==> src/rtl/seq_divider_pkg.sv <==
// Shared definitions for the sequential restoring divider: default width,
// FSM state encoding and the iteration-counter width helper.
package seq_divider_pkg;

    localparam int unsigned DEF_N = 8;

    typedef enum logic [1:0] {
        IDLE = 2'd0,
        RUN  = 2'd1,
        FIN  = 2'd2
    } state_t;

    // Counter must count 0..2N-1, i.e. ceil(log2(2N)) bits (at least 1).
    function automatic int unsigned cnt_width(input int unsigned n);
        return (2 * n <= 2) ? 1 : $clog2(2 * n);
    endfunction

    localparam int unsigned DEF_CNT_W = cnt_width(DEF_N);

endpackage

==> src/rtl/seq_divider_if.sv <==
// Request/response bundle of the divider. The master issues divisions,
// the slave (the divider) reports busy/done and the results.
interface seq_divider_if #(
    parameter int N = 8
);
    logic             start;
    logic [2*N-1:0]   dividend;
    logic [N-1:0]     divisor;
    logic             busy;
    logic             done;
    logic [2*N-1:0]   quotient;
    logic [N-1:0]     remainder;
    logic             div_by_zero;

    modport master (
        output start, dividend, divisor,
        input  busy, done, quotient, remainder, div_by_zero
    );

    modport slave (
        input  start, dividend, divisor,
        output busy, done, quotient, remainder, div_by_zero
    );
endinterface

==> src/rtl/seq_divider_div_step.sv <==
// One restoring-division step: shift the next dividend bit into the partial
// remainder, subtract the divisor if it fits, and emit the quotient bit.
module seq_divider_div_step
    import seq_divider_pkg::*;
#(
    parameter int N = DEF_N
) (
    input  logic [N:0]   prem,
    input  logic         in_bit,
    input  logic [N-1:0] divisor,
    output logic [N:0]   prem_next,
    output logic         q_bit
);
    // One extra bit so the shifted value never overflows before the compare.
    logic [N+1:0] shifted;

    assign shifted   = {prem, in_bit};
    assign q_bit     = (shifted >= {2'b00, divisor});
    assign prem_next = shifted[N:0] - (q_bit ? {1'b0, divisor} : '0);

endmodule

==> src/rtl/seq_divider.sv <==
// Sequential restoring divider: 2N-bit dividend / N-bit divisor, producing a
// 2N-bit quotient and N-bit remainder after a fixed 2N-cycle iteration.
module seq_divider
    import seq_divider_pkg::*;
#(
    parameter int N = DEF_N
) (
    input  logic          clk,
    input  logic          rst,
    seq_divider_if.slave  bus
);
    localparam int unsigned    CNT_W = cnt_width(N);
    localparam logic [CNT_W-1:0] LAST = CNT_W'(2 * N - 1);

    state_t           state;
    logic [CNT_W-1:0] cnt;
    logic [2*N-1:0]   sreg;
    logic [N:0]       prem;
    logic [N-1:0]     dvsr;
    logic             dz_int;
    logic [N:0]       prem_next;
    logic             q_bit;
    logic             accept;

    logic             busy_q;
    logic             done_q;
    logic [2*N-1:0]   quotient_q;
    logic [N-1:0]     remainder_q;
    logic             dz_q;

    // A request is taken whenever the divider is not iterating (IDLE or FIN).
    assign accept = bus.start && (state != RUN);

    seq_divider_div_step #(.N(N)) u_step (
        .prem      (prem),
        .in_bit    (sreg[2*N-1]),
        .divisor   (dvsr),
        .prem_next (prem_next),
        .q_bit     (q_bit)
    );

    // Working registers: load operands on accept, shift one step per RUN cycle.
    // NOTE: these are deliberately not reset -- every division reloads them on
    // the accepting edge, and the FSM alone decides whether their contents matter.
    always_ff @(posedge clk) begin
        if (accept) begin
            dvsr   <= bus.divisor;
            sreg   <= bus.dividend;
            prem   <= '0;
            dz_int <= (bus.divisor == '0);
        end else if (state == RUN) begin
            sreg <= {sreg[2*N-2:0], q_bit};
            prem <= prem_next;
        end
    end

    // Control FSM with registered busy/done and result registers.
    // NOTE: sequential state uses non-blocking assignments so every register
    // samples pre-edge values regardless of statement order.
    always_ff @(posedge clk) begin
        if (rst) begin
            state       <= IDLE;
            cnt         <= '0;
            busy_q      <= 1'b0;
            done_q      <= 1'b0;
            quotient_q  <= '0;
            remainder_q <= '0;
            dz_q        <= 1'b0;
        end else begin
            case (state)
                IDLE: begin
                    done_q <= 1'b0;
                    if (bus.start) begin
                        state  <= RUN;
                        cnt    <= '0;
                        busy_q <= 1'b1;
                    end
                end
                RUN: begin
                    cnt <= cnt + 1'b1;
                    if (cnt == LAST) begin
                        state       <= FIN;
                        busy_q      <= 1'b0;
                        done_q      <= 1'b1;
                        quotient_q  <= dz_int ? '1 : {sreg[2*N-2:0], q_bit};
                        remainder_q <= dz_int ? '0 : prem_next[N-1:0];
                        dz_q        <= dz_int;
                    end
                end
                FIN: begin
                    done_q <= 1'b0;
                    if (bus.start) begin
                        state  <= RUN;
                        cnt    <= '0;
                        busy_q <= 1'b1;
                    end else begin
                        state <= IDLE;
                    end
                end
                default: begin
                    state  <= IDLE;
                    busy_q <= 1'b0;
                    done_q <= 1'b0;
                end
            endcase
        end
    end

    assign bus.busy        = busy_q;
    assign bus.done        = done_q;
    assign bus.quotient    = quotient_q;
    assign bus.remainder   = remainder_q;
    assign bus.div_by_zero = dz_q;

endmodule

==> src/flat_wrapper.sv <==
// flat-port wrapper written by rule: the top's interface ports become plain ports
module seq_divider_flat import seq_divider_pkg::*;
#(
    parameter int N = DEF_N
)
  (clk, rst, bus_start, bus_dividend, bus_divisor, bus_busy, bus_done, bus_quotient, bus_remainder, bus_div_by_zero);
  seq_divider_if #(.N(N)) bus_i ();
  input  logic clk;
  input  logic rst;
  input wire logic [$bits(bus_i.start)-1:0] bus_start;
  input wire logic [$bits(bus_i.dividend)-1:0] bus_dividend;
  input wire logic [$bits(bus_i.divisor)-1:0] bus_divisor;
  output wire logic [$bits(bus_i.busy)-1:0] bus_busy;
  output wire logic [$bits(bus_i.done)-1:0] bus_done;
  output wire logic [$bits(bus_i.quotient)-1:0] bus_quotient;
  output wire logic [$bits(bus_i.remainder)-1:0] bus_remainder;
  output wire logic [$bits(bus_i.div_by_zero)-1:0] bus_div_by_zero;
  assign bus_i.start = bus_start;
  assign bus_i.dividend = bus_dividend;
  assign bus_i.divisor = bus_divisor;
  assign bus_busy = bus_i.busy;
  assign bus_done = bus_i.done;
  assign bus_quotient = bus_i.quotient;
  assign bus_remainder = bus_i.remainder;
  assign bus_div_by_zero = bus_i.div_by_zero;
  seq_divider #(.N(N)) u_core (.clk(clk), .rst(rst), .bus(bus_i));
endmodule
==> config.mk <==
export PLATFORM = sky130hd
export DESIGN_NAME = seq_divider_flat
export DESIGN_NICKNAME = d
export VERILOG_FILES = /design/src/rtl/seq_divider_pkg.sv /design/src/rtl/seq_divider_if.sv /design/src/rtl/seq_divider_div_step.sv /design/src/rtl/seq_divider.sv /design/src/flat_wrapper.sv
export SDC_FILE = /design/constraint.sdc
export NUM_CORES = 1
export LEC_CHECK = 0
export ABC_AREA = 1
export CAP_MARGIN = 15
export CORE_MARGIN = 3
export CORE_UTILIZATION = 35
export DETAILED_ROUTE_END_ITERATION = 8
export GPL_TIMING_DRIVEN = 0
export HOLD_SLACK_MARGIN = 0.03
export MAX_ROUTING_LAYER = met4
export PLACE_DENSITY = 0.52
export SLEW_MARGIN = 25
export SYNTH_ARGS = -nofsm -noshare
export SYNTH_HDL_FRONTEND = slang
export SYNTH_HIERARCHICAL = 1
export SYNTH_SLANG_ARGS = --single-unit
==> constraint.sdc <==
create_clock -name clk -period 3.5 [get_ports clk]
set_input_delay 0.35 -clock clk [delete_from_list [all_inputs] [get_ports clk]]
set_output_delay 0.35 -clock clk [all_outputs]
set_load 0.005 [all_outputs]
==> results.md, run 1 <==
- Post-DP HPWL: 5580 um
- Slew HR: 53.0%
- Insertion delay to the later sink of the worst-skew pair: 340 ps
- Top-count cell post-synth: nand2_1
- F_max: 380 MHz
- Area share of the largest cell type after synthesis: 25.7%
- Syn nets: 439
- TritonCTS clock tree: yes
- Register area share after synthesis: 48.7%
- # Post-CTS Setup Buffers: 0
- Max-slew violation count: 0
- RSZ-0062 raised after global routing: false
- Synth Instances: 394
- Min-delay worst type: reg -> reg
- Finished Core Util: 46.9%
- Total die area: 0.0105 mm^2
- Routed Antenna Nets: 0
- # rows: 34
- First-pass GRT wire length: 12,400 um
- Worst endpoint required time: 3710 ps
- Hold bufs inserted after CTS: 0
- # port buffers: 53
- GRT Total Usage: 15.6%
- Worst Setup Path Type: reg -> reg
- DP Area: 0.00393 mm^2
- Wire per inst: 13.1 um
- Synthesized cell area: 0.00327 mm^2
- H-tree depth: 3
- Worst setup EP type: flop
- Final Cycle Share: 75.2%
- Final WL: 7480 um
- #FFs+latches synth: 67
- Nets: 503
- Cell Pwr Density: 619 mW/mm^2
- Skew final: 9.85 ps
- Initial DRC count: 80
- GR Layer Usage met2: 23.3%
- Share of cells above drive strength 1: 11.0%
- Worst VDD drop: 0.299 mV
- Status: finished, final reports clean
- Vias: 2,692
- DRC Markers: 0
- Pin count of the biggest net entering global routing: 19
- Post-synth top cells: 129 x nand2_1, 43 x nand3_1, 42 x dfxtp_1
- CP Launch Type: flop
- IO Count: 54
- CTS root buf: clkbuf_8
- Number of CTS-inserted buffers: 9
- Pre-Repair DR Iteration Count: 4
- Warnings from Yosys: 6
- Unique masters post-synth: 35
- Initial antenna violation count: 0
- Core area: 0.00889 mm^2
- Final setup fails: 0
- Synth area leaders: dfxtp_1 26%, edfxtp_1 23%, nand2_1 15%
- Minimum clock period after layout: 2630 ps
- Met3 Usage GRT: 3.86%
- CTS Sinks: 67
- Synth area leader: dfxtp_1
- LEAKAGE: 1.88 nW
- Syn_area_per_cell: 8.29 um^2
- Cell Count, Final, Fillers Out: 571
- Synth Flop Type: dfxtp_1
- Max-Cap Viols: 0
- Total global routing overflow: 0
- Worst-Margin Slew: 703 ps
- Final std cell area, no fill: 0.00417 mm^2
- Fin Setup TNS: 0 ps
- Crit Path Max Fanout: 10
- Post-CTS resize count: 0
- Clock Path Buffers: 2
- Worst-path clk slew: 80 ps
- Met1 GRT Util: 20.8%
- Vias per inst: 4.71
- Vias in the first global route: 2,596
- Number of synthesized flops with an enable pin: 25
- Die W: 103 um
- GRT busiest layer: met2
- Post-Place Cells: 555
- FFs w/ async S/R, synth: 0%
- Final GP Congestion: 0.859
- Initial Util: 36.7%
- Count of final hold-check violations: 0
- Area Overhead vs Synth: 27.7%
- Critical path data arrival time: 2850 ps
- Die height: 103 um
- Antenna Diode Count: 0
critical path: stages, from the launching register on:
cell,delay [ps]
edfxtp_1,350
inv_1,50
ha_1,300
nand2_1,60
inv_1,40
nand2_1,60
nor2_1,110
nand2_1,90
nand3_4,130
nand2_2,50
inv_1,50
ha_1,120
inv_1,60
fa_1,390
nand3_1,80
nand2_1,100
nand2_1,100
nand2_1,50
nand2_1,50
nand2_1,70
nand3_1,110
a21oi_1,70
cell type report:
cell class,count,area [um^2]
well taps,108,135
clock inverters,7,116
fillers,892,4720
flip-flops and latches,67,1590
plain buffers,13,90.1
inverters,42,160
clock buffers,9,124
multi-input cells,272,1430
repair buffers,53,531
sequential cells by signal, summed over array words and instances, names as in the netlist:
register / count
u_core/state: 2
u_core/bus.busy: 1
u_core/prem: 9
u_core/bus.remainder: 8
u_core/bus.done: 1
u_core/bus.quotient: 16
u_core/dvsr: 8
u_core/cnt: 4
u_core/bus.div_by_zero: 1
u_core/sreg: 16
u_core/dz_int: 1
final timing paths:
check / to / from / cells after the start / slack, ps
worst min register to register: u_core/bus.remainder[0]$_SDFFE_PP0P_ / u_core/bus.remainder[0]$_SDFFE_PP0P_ / 2 / 470
worst min-delay path: u_core/bus.remainder[0]$_SDFFE_PP0P_ / u_core/bus.remainder[0]$_SDFFE_PP0P_ / 2 / 470
worst max-delay path: u_core/bus.remainder[6]$_SDFFE_PP0P_ / u_core/dvsr[7]$_DFFE_PN_ / 21 / 870
worst max register to register: u_core/bus.remainder[6]$_SDFFE_PP0P_ / u_core/dvsr[7]$_DFFE_PN_ / 21 / 870
layout by cell type, fill, tap and decap left out, types with 2 or more instances in the layout:
cell             instances
nand2_4                  2
o21ai_2                  8
ha_1                    17
buf_6                    4
xor2_1                   3
inv_2                    2
nor2_4                   2
a21oi_1                 19
clkdlybuf4s50_1         53
o21ai_0                  6
bufinv_16                3
inv_1                   38
nand3_1                 43
buf_2                    6
nand2_1                129
edfxtp_1                25
nor2_1                  21
clkbuf_8                 9
clkinv_2                 2
o21ai_1                  7
dfxtp_1                 42
nand2_2                  3
metal layers:
layer  routed length [um]  up-vias
li1                     -     1407
met1                 3720     1214
met2                 3280       62
met3                  395        9
met4                   93        0
met5                    0        -
kinds of logic (layout without fill, tap and decap cells):
group / after synthesis / in the layout / share of synthesized area [%]
adders and majority gates: 18 / 18 / 7.12
DFF: 67 / 67 / 48.7
xor gates and xnor gates: 3 / 3 / 0.804
and+or+nand+nor: 208 / 208 / 27.9
buffers and inverters: 55 / 124 / 7.66
AOI/OAI and AO/OA: 43 / 43 / 7.77
where the power goes:
part	total (mW)	switching, mW	internal, mW	leakage, nW
combinational	0.851	0.529	0.322	1.17
clock	0.775	0.303	0.472	0.119
sequential	0.957	0.0603	0.897	0.591
per-stage QoR:
step / hold slack [ps] / worst slack [ps] / power [mW]
final: 471 / 867 / 2.58
after global routing: 494 / 552 / 2.81
after CTS: 470 / 853 / 2.61
after detailed placement: 459 / 855 / 1.83
after global placement: 453 / 907 / 1.81
after floorplan: 419 / 1150 / 1.61
No activity file was read; power rests on OpenSTA's default activity.
==> run 2, diff against run 1 <==
--- a/config.mk
+++ b/config.mk
@@ -13,7 +13,7 @@
 export GPL_TIMING_DRIVEN = 0
 export HOLD_SLACK_MARGIN = 0.03
 export MAX_ROUTING_LAYER = met4
-export PLACE_DENSITY = 0.52
+export PLACE_DENSITY = 0.54
 export SLEW_MARGIN = 25
 export SYNTH_ARGS = -nofsm -noshare
 export SYNTH_HDL_FRONTEND = slang
==> constraint.sdc (replaced) <==
create_clock -name clk -period 2.15 [get_ports clk]
set_input_delay 0.215 -clock clk [delete_from_list [all_inputs] [get_ports clk]]
set_output_delay 0.215 -clock clk [all_outputs]
set_load 0.005 [all_outputs]
==> results.md, run 2 (synthesis results as in run 1) <==
- Failing checks: negative setup slack
- Cell Count, Final, Fillers Out: 582
- Most common cell after layout, fill and taps aside: nand2_1
- Multi-input logic area: 0.00161 mm^2
- Max-slew violation count: 0
- Initial Util: 36.7%
- Post-Place Cells: 555
- Number of CTS-inserted buffers: 9
- Slew HR: 53.2%
- Finished Core Util: 49.4%
- H-tree depth: 3
- Critical Path Source: u_core/dvsr[2]$_DFFE_PN_
- Max-Cap Viols: 0
- Clock Path Buffers: 2
- HP Start: bus_divisor[2]
- Worst Setup Path Type: reg -> reg
- Share of cells above drive strength 1: 20.9%
- Nets: 514
- RR Startpoint: u_core/dvsr[2]$_DFFE_PN_
- DRC Markers: 0
- LEAKAGE: 1.91 nW
- Pin count of the biggest net entering global routing: 19
- Final WL: 7800 um
- Critical path data arrival time: 2680 ps
- TritonCTS clock tree: yes
- Die W: 103 um
- Power after layout: 4.41 mW
- Routed Antenna Nets: 0
- F_max: 405 MHz
- Die height: 103 um
- Count of final hold-check violations: 0
- Register Area: 0.00160 mm^2
- Vias per inst: 4.77
- Worst VDD drop: 0.331 mV
- Core area: 0.00889 mm^2
- RSZ-0062 raised after global routing: true
- Skew final: 5.68 ps
- Initial DRC count: 97
- Final Cycle Share: 115%
- Worst setup EP type: flop
- Fillers: 841
- Vias: 2,775
- First-pass GRT wire length: 12,400 um
- Min-delay worst type: in -> reg
- Total die area: 0.0105 mm^2
- Worst endpoint required time: 2360 ps
- CTS root buf: clkbuf_8
- Final std cell area, no fill: 0.00439 mm^2
- Worst-Margin Slew: 700 ps
- # rows: 34
- Crit Path Max Fanout: 5
- # port buffers: 53
- Metal3 WL: 452 um
- Hold bufs inserted after CTS: 0
- Antenna Diode Count: 0
- Cell Pwr Density: 1000 mW/mm^2
- CTS Sinks: 67
- DP Area: 0.00398 mm^2
- Status: finished, violations left
- Wire per inst: 13.4 um
- R2r setup slk: -320 ps
- PnR worst setup slack: -317 ps
- Met2 wire len: 3460 um
- Most frequent cells in the layout: 121 x nand2_1, 53 x clkdlybuf4s50_1, 41 x nand3_1, 39 x dfxtp_1, 29 x inv_1
- Minimum clock period after layout: 2470 ps
- Insertion delay to the later sink of the worst-skew pair: 340 ps
- Final GP Congestion: 0.837
- Area Overhead vs Synth: 34.5%
- Final setup fails: 15
- Total global routing overflow: 0
- Post-DP HPWL: 5580 um
- GRT Total Usage: 15.7%
- Top Layer Used: met4
- Initial antenna violation count: 0
- Hold_ws: 452 ps
- IO Count: 54
- CP Launch Type: flop
- Worst-path clk slew: 70 ps
- Wire length on met1: 3770 um
- Pre-Repair DR Iteration Count: 4
- Vias in the first global route: 2,643
## run 2: routing by layer
metal | GRT usage, % | up-vias
li1 | - | 1429
met1 | 21.8 | 1257
met2 | 22.7 | 79
met3 | 2.44 | 10
met4 | 6.86 | 0
met5 | - | -
## run 2: where the power goes
group	total, mW	leakage, nW	internal [mW]	switching, mW
registers	1.59	0.592	1.46	0.123
logic	1.78	1.23	0.765	1.02
clock network	1.04	0.0885	0.536	0.507
total	4.41	1.91	2.76	1.65
## run 2: cell type report
cell class                      count  area share [%]
Buffer                             13            2.05
Multi-Input combinational cell    273            36.7
Tap cell                          108            3.08
Timing Repair Buffer               63            13.8
Clock buffer                       10            2.90
Clock inverter                      6            1.51
Sequential cell                    67            36.3
Inverter                           42            3.64
## run 2: worst paths after layout
| check | cells past startpoint | end |
|---|---|---|
| min reg2reg | 2 | u_core/bus.busy$_SDFFE_PP0P_ |
| min | 1 | u_core/dvsr[2]$_DFFE_PN_ |
| max | 21 | u_core/bus.remainder[6]$_SDFFE_PP0P_ |
| max reg2reg | 21 | u_core/bus.remainder[6]$_SDFFE_PP0P_ |
## run 2: timing repair
item / 4_1_cts / 5_1_grt
resized for setup: 9 / 23
cloned: 1 / 0
setup buffers: 7 / 3
pin swaps: 8 / 3
setup endpoints to repair: 15 / 15
## run 2: critical path: stages, from the launching register on
cell and delay, ps:
edfxtp_1 380, inv_1 60, ha_1 270, nand2_1 40, inv_1 50, nand2_1 70, nor2_2 120, nand2_2 90
nand3_4 100, nand2_2 60, inv_2 60, ha_4 110, inv_2 40, fa_2 360, nand3_2 90, nand2_4 60
nand2_2 60, nand2_1 50, nand2_1 50, nand2_1 70, nand3_1 90, a21oi_1 60
## run 2: stage by stage
stage                     setup WS (ps)  TNS [ps]
final                              -317     -2890
after global routing               -481     -5360
after CTS                          -283     -2480
after detailed placement           -339     -4240
after global placement             -311     -4290
after floorplan                    -114      -344
==> run 3, diff against run 2 <==
--- a/config.mk
+++ b/config.mk
@@ -14,8 +14,10 @@
 export HOLD_SLACK_MARGIN = 0.03
 export MAX_ROUTING_LAYER = met4
 export PLACE_DENSITY = 0.54
+export RECOVER_POWER = 25
 export SLEW_MARGIN = 25
 export SYNTH_ARGS = -nofsm -noshare
 export SYNTH_HDL_FRONTEND = slang
 export SYNTH_HIERARCHICAL = 1
 export SYNTH_SLANG_ARGS = --single-unit
+export TNS_END_PERCENT = 1
==> results.md, run 3 (synthesis results as in run 1) <==
- Status: finished, violations left
- Failing checks: negative setup slack
- F_max: 417 MHz
- Post-DP HPWL: 5510 um
- CP peak stage delay: 370 ps
- R2r worst-path depth: 21
- Final Cycle Share: 112%
- Min-delay worst type: reg -> reg
- Routed Antenna Nets: 0
- Worst-Margin Slew: 698 ps
- Count of final hold-check violations: 0
- Total global routing overflow: 0
- Pin count of the biggest net entering global routing: 19
- PnR worst setup slack: -248 ps
- Final setup fails: 14
- Final WL: 7640 um
- Die W: 103 um
- Hold bufs inserted after CTS: 0
- R2r setup slk: -250 ps
- Max-Cap Viols: 0
- Core area: 0.00889 mm^2
- # port buffers: 53
- Most frequent cells in the layout: 121 x nand2_1, 45 x clkdlybuf4s50_1, 42 x nand3_1, 42 x dfxtp_1, 31 x inv_1
- Worst setup EP type: flop
- Vias in the first global route: 2,501
- Slew HR: 53.3%
- H-tree depth: 3
- Share of cells above drive strength 1: 18.7%
- IO Count: 54
- Most common cell after layout, fill and taps aside: nand2_1
- Worst-path clk slew: 70 ps
- First-pass GRT wire length: 12,200 um
- Cell Pwr Density: 1020 mW/mm^2
- Fillers: 832
- Critical Path Source: u_core/dvsr[7]$_DFFE_PN_
- Worst VDD drop: 0.433 mV
- Crit Path Max Fanout: 5
- Most Frequent Cell on Critical Path: nand2_2
- Crit path to: u_core/bus.remainder[6]$_SDFFE_PP0P_
- Finished Core Util: 49.1%
- Critical path data arrival time: 2600 ps
- Wire per inst: 13.2 um
- Insertion delay to the later sink of the worst-skew pair: 340 ps
- DP Area: 0.00397 mm^2
- TritonCTS clock tree: yes
- Worst Setup Path Type: reg -> reg
- Metal3 WL: 292 um
- Die height: 103 um
- Vias: 2,698
- RR Startpoint: u_core/dvsr[7]$_DFFE_PN_
- Clock Path Buffers: 2
- CTS root buf: clkbuf_8
- Initial Util: 36.7%
- Area Overhead vs Synth: 33.7%
- Crit path cell chain: inv_2 -> ha_4 -> nand2_1 -> inv_1 -> nand2_2 -> nor2_2 -> nand2_2 -> nand3_4 -> nand2_2 -> inv_2 -> ha_4 -> inv_2 -> fa_2 -> nand3_2 -> nand2_4 -> nand2_2 -> nand2_1 -> nand2_1 -> nand2_2 -> nand3_2 -> a21oi_1
- # rows: 34
- GRT Total Usage: 15.4%
- Final std cell area, no fill: 0.00437 mm^2
- CTS Sinks: 67
- Worst endpoint required time: 2350 ps
- Pre-Repair DR Iteration Count: 4
- Nets: 511
- Max-slew violation count: 0
- Wire length on met1: 3890 um
- R2R Path End: u_core/bus.remainder[6]$_SDFFE_PP0P_
- Number of CTS-inserted buffers: 9
- Final GP Congestion: 0.868
- Met2 wire len: 3400 um
- Antenna Diode Count: 0
- Vias per inst: 4.66
- Initial DRC count: 79
- DRC Markers: 0
- Minimum clock period after layout: 2400 ps
- Initial antenna violation count: 0
- Top Layer Used: met4
- Total die area: 0.0105 mm^2
- LEAKAGE: 1.90 nW
- Slowest-stage cell, CP: edfxtp_1
- RSZ-0062 raised after global routing: true
- Skew final: 10.6 ps
- CP Launch Type: flop
-- run 3: cell types whose count changed in the layout (fill, tap and decap cells not counted), moves of 2 or more --
cell / before / now
dlygate4sd3_1: 0 / 8
nand2_4: 4 / 2
dfxtp_2: 3 / 0
dfxtp_1: 39 / 42
clkdlybuf4s50_1: 53 / 45
buf_4: 11 / 8
inv_1: 29 / 31
clkbuf_1: 2 / 4
nand2_2: 9 / 11
inv_2: 11 / 8
clkinvlp_4: 3 / 0
-- run 3: layout make-up --
cell class | instances | area, um^2 | area share (%)
sequential | 67 | 1590 | 36.4
multi-input combinational | 273 | 1610 | 36.8
buffer | 13 | 85.1 | 1.95
tap | 108 | 135 | 3.09
timing repair buffer | 60 | 583 | 13.4
clock buffer | 12 | 156 | 3.58
clock inverter | 4 | 48.8 | 1.12
inverter | 42 | 159 | 3.64
-- run 3: how the worst min path moves through the flow --
stage	from	endpoint	slack [ps]	cells after the start
finish	u_core/bus.div_by_zero$_SDFFE_PP0P_	u_core/bus.div_by_zero$_SDFFE_PP0P_	460	2
global route	u_core/bus.remainder[7]$_SDFFE_PP0P_	u_core/bus.remainder[7]$_SDFFE_PP0P_	480	2
CTS	bus_divisor[6]	u_core/dvsr[6]$_DFFE_PN_	440	1
detailed placement	u_core/bus.div_by_zero$_SDFFE_PP0P_	u_core/bus.div_by_zero$_SDFFE_PP0P_	450	2
global placement	u_core/bus.busy$_SDFFE_PP0P_	u_core/bus.busy$_SDFFE_PP0P_	450	2
floorplan	rst	u_core/state[0]$_SDFFE_PP0P_	280	1
-- run 3: worst max-delay path: cells and delay by family, from the launching register on --
| kind | cells | cell delay, ps |
|---|---|---|
| flops | 1 | 370 |
| compound gates | 1 | 50 |
| simple gates | 13 | 920 |
| fa+ha+maj | 3 | 720 |
| buf+inv | 4 | 210 |
-- run 3: timing repair --
action,CTS,global route
pin swaps,10,5
gates resized for setup,13,19
setup endpoints to repair,15,15
buffers inserted,6,1
cloned,1,0
-- run 3: report_power, final --
| group | switching (mW) | internal (mW) |
|---|---|---|
| Clock | 0.477 | 0.606 |
| Sequential | 0.122 | 1.46 |
| Combinational | 1.02 | 0.759 |
-- run 3: metal layers --
layer,up-vias,GRT usage [%]
met5,-,-
met4,0,5.15
met3,4,2.71
met2,51,21.8
met1,1216,22.2
li1,1427,-
-- run 3: per-stage QoR --
step	power, mW	worst slack, ps	cells	setup TNS, ps	hold WS, ps
finish	4.45	-248	579	-2090	462
global route	4.79	-407	579	-4570	482
CTS	4.34	-245	578	-2370	444
detailed placement	3.01	-323	555	-5060	454
global placement	2.99	-311	555	-4460	452
floorplan	2.67	-114	394	-412	284
